===== src/rtl/dcache_port_arbiter_pkg.sv =====
// Shared widths, the response-owner record and helpers for the dcache port arbiter.
package dcache_port_arbiter_pkg;

  localparam int D_ADDR_W         = 32;
  localparam int DATA_W           = 32;
  localparam int CACHE_DATA_W     = 64;
  localparam int BYTE_EN_W        = 4;
  localparam int STARVE_LIMIT_DEF = 4;
  localparam int OWNER_IDX_W      = 4;

  // Who owns the response that arrives one cycle after a grant.
  typedef struct packed {
    logic                   valid;
    logic                   is_store;
    logic [OWNER_IDX_W-1:0] ld_idx;
  } dcache_owner_t;

  function automatic int idx_w(input int n);
    return (n > 1) ? $clog2(n) : 1;
  endfunction

endpackage


===== src/rtl/dcache_port_arbiter_rr_picker.sv =====
// Round-robin picker: first set request at or after ptr, wrapping, as one-hot plus index.
module dcache_port_arbiter_rr_picker
  import dcache_port_arbiter_pkg::*;
#(
  parameter int NUM_REQ = 2,
  parameter int IDX_W   = 1
) (
  input  logic [NUM_REQ-1:0] req,
  input  logic [IDX_W-1:0]   ptr,
  output logic [NUM_REQ-1:0] grant,
  output logic [IDX_W-1:0]   idx,
  output logic               valid
);

  always_comb begin
    int            j_int;
    logic [IDX_W-1:0] j;
    grant = '0;
    idx   = '0;
    valid = 1'b0;
    j_int = 0;
    j     = '0;
    for (int i = 0; i < NUM_REQ; i++) begin
      j_int = int'(ptr) + i;
      if (j_int >= NUM_REQ) j_int = j_int - NUM_REQ;
      j = IDX_W'(j_int);
      if (!valid && req[j]) begin
        valid    = 1'b1;
        grant[j] = 1'b1;
        idx      = j;
      end
    end
  end

endmodule


===== src/rtl/dcache_port_arbiter.sv =====
// Arbitrates NUM_LD load FUs and the store queue onto one dcache port and
// routes the one-cycle-later response back to the owner.
module dcache_port_arbiter
  import dcache_port_arbiter_pkg::*;
#(
  parameter int NUM_LD       = 2,
  parameter int STARVE_LIMIT = STARVE_LIMIT_DEF
) (
  input  logic                               clock,
  input  logic                               reset,
  input  logic [NUM_LD-1:0]                  ld_req,
  input  logic [NUM_LD*D_ADDR_W-1:0]         ld_addr,
  output logic [NUM_LD-1:0]                  ld_grant,
  input  logic                               st_req,
  input  logic [D_ADDR_W-1:0]                st_addr,
  input  logic [DATA_W-1:0]                  st_data,
  input  logic [BYTE_EN_W-1:0]               st_byte_en,
  output logic                               st_grant,
  input  logic                               squash,
  output logic                               dc_req_valid,
  output logic                               dc_req_write,
  output logic [D_ADDR_W-1:0]                dc_req_addr,
  output logic [DATA_W-1:0]                  dc_req_wdata,
  output logic [BYTE_EN_W-1:0]               dc_req_byte_en,
  input  logic                               dc_req_ready,
  input  logic                               dc_resp_valid,
  input  logic                               dc_resp_hit,
  input  logic [CACHE_DATA_W-1:0]            dc_resp_data,
  output logic [NUM_LD*(CACHE_DATA_W+1)-1:0] ld_resp,
  output logic                               st_done
);

  localparam int IDX_W  = idx_w(NUM_LD);
  localparam int CNT_W  = $clog2(STARVE_LIMIT + 1);
  localparam int RESP_W = CACHE_DATA_W + 1;

  logic [IDX_W-1:0]  rr_ptr;
  logic [CNT_W-1:0]  starve_cnt;
  dcache_owner_t     owner_p1;
  logic [NUM_LD-1:0] pick_grant;
  logic [IDX_W-1:0]  pick_idx;
  logic              pick_vld;
  logic              starved, st_win, ld_win, vld_p0, resp_hit_p1;

  // Squash only hides loads from the picker; store priority still sees raw ld_req.
  dcache_port_arbiter_rr_picker #(
    .NUM_REQ (NUM_LD),
    .IDX_W   (IDX_W)
  ) u_rr_picker (
    .req   (ld_req & {NUM_LD{~squash}}),
    .ptr   (rr_ptr),
    .grant (pick_grant),
    .idx   (pick_idx),
    .valid (pick_vld)
  );

  // ---- p0: grant decision and request drive ----
  assign starved  = (starve_cnt >= CNT_W'(STARVE_LIMIT));
  assign st_win   = !reset && dc_req_ready && st_req && ((ld_req == '0) || starved);
  assign ld_win   = !reset && dc_req_ready && !st_win && pick_vld;
  assign vld_p0   = st_win | ld_win;
  assign st_grant = st_win;
  assign ld_grant = ld_win ? pick_grant : '0;

  assign dc_req_valid   = vld_p0;
  assign dc_req_write   = st_win;
  assign dc_req_wdata   = st_win ? st_data : '0;
  assign dc_req_byte_en = st_win ? st_byte_en : '0;

  always_comb begin
    dc_req_addr = st_win ? st_addr : '0;
    for (int i = 0; i < NUM_LD; i++) begin
      if (ld_grant[i]) dc_req_addr = ld_addr[i*D_ADDR_W +: D_ADDR_W];
    end
  end

  always_ff @(posedge clock) begin
    if (reset) begin
      rr_ptr     <= '0;
      starve_cnt <= '0;
      owner_p1   <= '0;
    end else begin
      if (ld_win) rr_ptr <= (pick_idx == IDX_W'(NUM_LD - 1)) ? '0 : pick_idx + 1'b1;
      if (!st_req || st_win)  starve_cnt <= '0;
      else if (!starved)      starve_cnt <= starve_cnt + 1'b1;
      owner_p1.valid    <= vld_p0;
      owner_p1.is_store <= st_win;
      owner_p1.ld_idx   <= OWNER_IDX_W'(pick_idx);
    end
  end

  // ---- p1: response routing; a squash in this cycle kills a load's data ----
  assign resp_hit_p1 = !reset && owner_p1.valid && dc_resp_valid && dc_resp_hit &&
                       (owner_p1.is_store || !squash);
  assign st_done     = resp_hit_p1 && owner_p1.is_store;

  always_comb begin
    ld_resp = '0;
    for (int i = 0; i < NUM_LD; i++) begin
      if (resp_hit_p1 && !owner_p1.is_store && (owner_p1.ld_idx == OWNER_IDX_W'(i)))
        ld_resp[i*RESP_W +: RESP_W] = {1'b1, dc_resp_data};
    end
  end

endmodule


===== config.mk =====
export PLATFORM = sky130hd
export DESIGN_NAME = dcache_port_arbiter
export DESIGN_NICKNAME = d
export VERILOG_FILES = /design/src/rtl/dcache_port_arbiter_pkg.sv /design/src/rtl/dcache_port_arbiter_rr_picker.sv /design/src/rtl/dcache_port_arbiter.sv
export SDC_FILE = /design/constraint.sdc
export NUM_CORES = 1
export LEC_CHECK = 0
export BUFFER_PORTS_ARGS = -buffer_cell sky130_fd_sc_hd__buf_2
export CAP_MARGIN = 5
export CORE_AREA = 2 2 160 162
export DETAILED_ROUTE_END_ITERATION = 10
export DIE_AREA = 0 0 162 164
export GPL_TIMING_DRIVEN = 0
export MAX_ROUTING_LAYER = met4
export PLACE_DENSITY = 0.41
export SYNTH_ARGS = -nofsm -noshare
export SYNTH_HDL_FRONTEND = slang
export SYNTH_HIERARCHICAL = 1
export SYNTH_SLANG_ARGS = --single-unit

===== constraint.sdc =====
create_clock -name clock -period 4.54 [get_ports clock]
set_input_delay 0.908 -clock clock [delete_from_list [all_inputs] [get_ports clock]]
set_output_delay 0.908 -clock clock [all_outputs]
set_load 0.1 [all_outputs]

==> results of run 1 <==
==> logic make-up after synthesis <==
group	synth area share
flip-flops	0.0548
multiplexers	0.149
adder cells (fa/ha/maj)	0.00979
buffers and inverters	0.0965
AND/OR/NAND/NOR	0.610
XOR/XNOR	0.00343
AO/OA/AOI/OAI	0.0764
==> area by class of cell <==
class | count | area (sq um)
fill | 2909 | 19700
buffer | 40 | 224
sequential | 7 | 140
timing repair buffer | 408 | 2040
clock buffer | 4 | 78.8
antenna | 2 | 5.00
tap | 330 | 413
multi-input combinational | 323 | 2170
inverter | 6 | 22.5
==> power groups by stage <==
stage                     Clock (mW)  Combinational, mW  Sequential [mW]
after CTS                      0.152              0.309           0.0662
final                          0.148              0.304           0.0661
after global routing           0.156              0.326           0.0665
after floorplan                    0              0.165           0.0668
after detailed placement           0              0.307           0.0672
after global placement             0              0.307           0.0672
==> per-stage QoR <==
| stage | setup slack [ns] | area [sq um] | power (mW) | utilization | instances |
|---|---|---|---|---|---|
| 3_5_place_dp | 0.298 | 5010 | 0.374 | 0.202 | 1114 |
| 5_1_grt | 0.126 | 5090 | 0.549 | 0.205 | 1120 |
| 4_1_cts | 0.297 | 5090 | 0.527 | 0.205 | 1118 |
| 2_1_floorplan | 0.507 | 2550 | 0.232 | - | 376 |
| 3_3_place_gp | 0.289 | 5010 | 0.374 | 0.202 | 1114 |
| 6_report | 0.377 | 5090 | 0.519 | 0.205 | 1120 |
==> worst register-to-register path, cell delays in order (launching register included) <==
cell and delay, ns:
dfxtp_1 0.34, o21bai_1 0.19, clkbuf_1 0.22, a21oi_1 0.43
mux2_1 0.36
==> layout by cell type (no fill, tap or decap), drive strengths merged <==
cell	instances
buf	423
and2	130
and3	36
nand2	35
nand3b	33
a21oi	33
mux2	33
clkbuf	29
dfxtp	7
inv	6
nor2b	4
nor4b	4
nor2	3
a21boi	3
diode	2
ha	2
nand4b	1
nor4	1
o21bai	1
and3b	1
mux2i	1
xor2	1
or2	1
==> state kept, by name, summed over array words and instances, names as in the netlist <==
register    count
owner_p1        3
rr_ptr          1
starve_cnt      3
==> final timing paths <==
kind,start,slack [ns],to
max,squash,0.38,dc_req_addr[12]
min,starve_cnt[1],0.56,starve_cnt[1]
max reg2reg,starve_cnt[2],2.87,rr_ptr
min reg2reg,starve_cnt[1],0.56,starve_cnt[1]
==> metal layers <==
metal,part of all wire,GRT usage
met1,0.38,0.129
met2,0.52,0.245
met3,0.080,0.0225
met4,0.016,0.0253
met5,0,-
==> qor.txt, run 1 <==
FMAX: 240 MHz
top cells by count, synth: and2_1 (130), and3_1 (36), nand2_1 (34)
area grow syn2layout: 99.4%
Final Hold Slack: 0.562 ns
sum of negative setup slack: 0 ns
Final period util: 0.917
ANT nets after route: 0
port bufs: 408
Yosys top cell area share: 0.318
clk_lat worst skew: 0.23 ns
Synth area leaders: and2_1 (32%), mux2_2 (14%), nand3b_1 (9.7%)
Clk pwr share: 0.286
Peak VDD IR: 0.121 mV
via count: 4,198
syn_nets: 583
FFs w/ async S/R, synth: 0
largest net degree at the start of global routing: 11
Slowest-stage cell, CP: clkbuf_1
Clock H-tree levels: 1
CP top delay family: buffers and inverters
Ys Warns: 6
routability congestion estimate from global placement: 0.802
final HPWL from detailed placement: 15.8 mm
Num CTS Buffers: 3
switching portion of total power: 0.453
status: finished, final reports clean
# hold bufs at CTS: 0
wire per inst: 16.0 um
First-pass DRT Iterations: 4
clock-pin slew of the registers on the worst-case setup and hold paths: 0.04 ns
Mapped Cells: 376
RSZ-0062 raised after global routing: false
share of cells above drive strength 1: 0.594
Synth area leader: and2_1
drt initial violations: 125
Post-Syn Area per Cell: 6.80 sq um
P_int: 0.284 mW
vias per cell: 3.75
nets: 996
Levels on crit path: 9
CP Data Arrival Time: 3.25 ns
Crit path largest cell delay: 0.41 ns
count of cell types in the netlist: 28
dominant synthesized flop cell: dfxtp_1
Rel. slew slack: 0.638
number of synthesized flops with an enable pin: 0
gr usage total: 0.125
DIE AREA: 26,600 sq um
Die Height: 164 um
max_cap viols: 0
part of the power in registers: 0.127
P_sw: 0.235 mW
Initial Util: 0.103
vias in the first global route: 3,961
Leakage Power: 3.18 nW
CP max FO: 10
DIE WIDTH: 162 um
Clock Sinks: 7
critical-path cell list: buf_2 -> nor2b_1 -> a21boi_1 -> clkbuf_1 -> clkbuf_1 -> nand3b_1 -> a21oi_1 -> mux2_2 -> buf_2
grt total ovfl: 0
num rows: 58
worst hold path class: reg -> reg
final-report max-slew violation count: 0
WP data required: 3.63 ns
# DRC: 0
crit path time final: 4.16 ns
initial antenna violation count: 2
Critical Path Source Type: input pin
most frequent cell after synthesis: and2_1
CTS root buf: clkbuf_16
IO Pins: 409
Setup Skew: 0.000462 ns
first-pass GRT wire length: 23.9 mm
setup repair bufs after CTS: 0
register area share after synthesis: 0.0548
Synth Register Bits: 7
Core ar.: 24,800 sq um
Crit path buffers/inverters: 4
Mapped Area: 2550 sq um
CTS tree: built
Worst Setup End Kind: primary output
WHS Path Cells: 2
Total Wirelength: 17.9 mm
final setup violation count: 0
cts repair resizes: 0
Clock Tree Buf Depth: 2
Least-Margin Pin Slew: 0.546 ns
combinational group share of total power: 0.586
Worst Reg-to-Reg Cells: 4
Pwr Density: 102 nW/um^2
final hold vios: 0
CP Class: in -> out
Note: power is estimated with default switching activity, not from simulation.
==> run 2, diff against run 1 <==
--- a/config.mk
+++ b/config.mk
@@ -12,7 +12,6 @@
 export DIE_AREA = 0 0 162 164
 export GPL_TIMING_DRIVEN = 0
 export MAX_ROUTING_LAYER = met4
-export PLACE_DENSITY = 0.41
 export SYNTH_ARGS = -nofsm -noshare
 export SYNTH_HDL_FRONTEND = slang
 export SYNTH_HIERARCHICAL = 1
==> run 2 against run 1 <==
Clock power hardly changed. Total power is 0.42% higher. Critical path depth stayed put. Register-to-register slack better by 0.03 ns. Sequential cell count stayed put. Clock skew is 0.0016 ns higher. Utilization hardly changed. Critical path type unchanged.
==> qor.txt, run 2 (synthesis gave the netlist of run 1 again) <==
port bufs: 408
part of the power in registers: 0.127
crit path time final: 4.23 ns
# hold bufs at CTS: 0
Clock Tree Buf Depth: 2
biggest registers after layout: owner_p1: 3 flops, starve_cnt: 3 flops, rr_ptr: 1 flops
Peak VDD IR: 0.0741 mV
RSZ-0062 raised after global routing: false
WP data required: 3.63 ns
status: finished, final reports clean
Clk pwr share: 0.288
sum of negative setup slack: 0 ns
drt initial violations: 112
Core ar.: 24,800 sq um
final-report max-slew violation count: 0
final HPWL from detailed placement: 15.6 mm
Clock Sinks: 7
Clock H-tree levels: 1
CP Class: in -> out
worst hold path class: reg -> reg
initial antenna violation count: 0
clk_lat worst skew: 0.23 ns
Critical Path Source Type: input pin
area of the multi-input gates: 2170 sq um
final setup violation count: 0
Die Height: 164 um
ANT nets after route: 0
# DRC: 0
via count: 4,232
Total Wirelength: 17.8 mm
grt total ovfl: 0
Num CTS Buffers: 3
DIE AREA: 26,600 sq um
routability congestion estimate from global placement: 0.828
DP Area: 5010 sq um
DIE WIDTH: 162 um
final hold vios: 0
Final period util: 0.931
wire per inst: 15.9 um
P_sw: 0.237 mW
Worst Setup End Kind: primary output
max_cap viols: 0
most common cell after layout, fill and taps aside: buf_2
post-route cell area: 5090 sq um
Least-Margin Pin Slew: 0.597 ns
num rows: 58
Slowest-stage cell, CP: buf_2
largest net degree at the start of global routing: 11
clock-pin slew of the registers on the worst-case setup and hold paths: 0.04 ns
share of cells above drive strength 1: 0.595
vias per cell: 3.79
IO Pins: 409
First-pass DRT Iterations: 4
CP max FO: 10
Pwr Density: 102 nW/um^2
antenna fix cells: 0
P_int: 0.284 mW
total power: 0.521 mW
vias in the first global route: 3,839
area grow syn2layout: 99.2%
FILL cells: 2,860
Setup Skew: 0.00203 ns
FMAX: 237 MHz
FF+latch area: 140 sq um
CTS root buf: clkbuf_16
Final Hold Slack: 0.553 ns
Initial Util: 0.103
Leakage Power: 3.18 nW
nets: 996
setup repair bufs after CTS: 0
gr usage total: 0.123
CP Data Arrival Time: 3.32 ns
cts repair resizes: 0
commonest non-fill, non-tap cells in the layout: buf_2 (413), and2_1 (130), and3_1 (36)
first-pass GRT wire length: 23.4 mm
critical-path cell list: buf_2 -> nor2b_1 -> a21boi_1 -> clkbuf_1 -> clkbuf_1 -> nand3b_1 -> a21oi_1 -> mux2_2 -> buf_2
combinational group share of total power: 0.585
Crit path largest cell delay: 0.41 ns
switching portion of total power: 0.455
Rel. slew slack: 0.601
CTS tree: built
## run 2: through the flow
| stage | setup WS (ns) | util | std cells |
|---|---|---|---|
| 6_report | 0.313 | 0.205 | 1118 |
| 2_1_floorplan | 0.507 | - | 376 |
| 5_1_grt | 0.0631 | 0.205 | 1118 |
| 3_3_place_gp | 0.105 | 0.202 | 1114 |
| 4_1_cts | 0.0867 | 0.205 | 1118 |
| 3_5_place_dp | 0.0745 | 0.202 | 1114 |
## run 2: layer usage
layer  wire (um)  share of wire  global-route usage
met1        6850           0.38               0.135
met2        9270           0.52               0.237
met3        1560          0.088              0.0189
met4         151         0.0085              0.0209
met5           0              0                   -
## run 2: path summary, 6_finish.rpt
path,startpoint,to,slack (ns),cells after the start
setup / recovery,squash,dc_req_addr[12],0.31,9
hold / removal,starve_cnt[2],starve_cnt[2],0.55,2
setup reg to reg,starve_cnt[2],rr_ptr,2.90,4
hold reg to reg,starve_cnt[2],starve_cnt[2],0.55,2
## run 2: critical path, delay by kind of cell
kind / cells / cell delay (ns)
compound gates: 2 / 0.48
buf+inv: 4 / 1.30
mux: 1 / 0.20
simple gates: 2 / 0.41
## run 2: power groups by stage
stage,combinational [mW],sequential [mW],clock (mW)
2_1_floorplan,0.165,0.0668,0
3_3_place_gp,0.306,0.0670,0
3_5_place_dp,0.307,0.0671,0
4_1_cts,0.309,0.0662,0.153
5_1_grt,0.326,0.0665,0.157
6_report,0.305,0.0662,0.150
## run 2: cell type report
type | instances | area share
multi-input combinational | 323 | 0.426
timing repair buffer | 408 | 0.401
tap | 330 | 0.0811
buffer | 40 | 0.0442
sequential | 7 | 0.0275
clock buffer | 4 | 0.0155
inverter | 6 | 0.00442
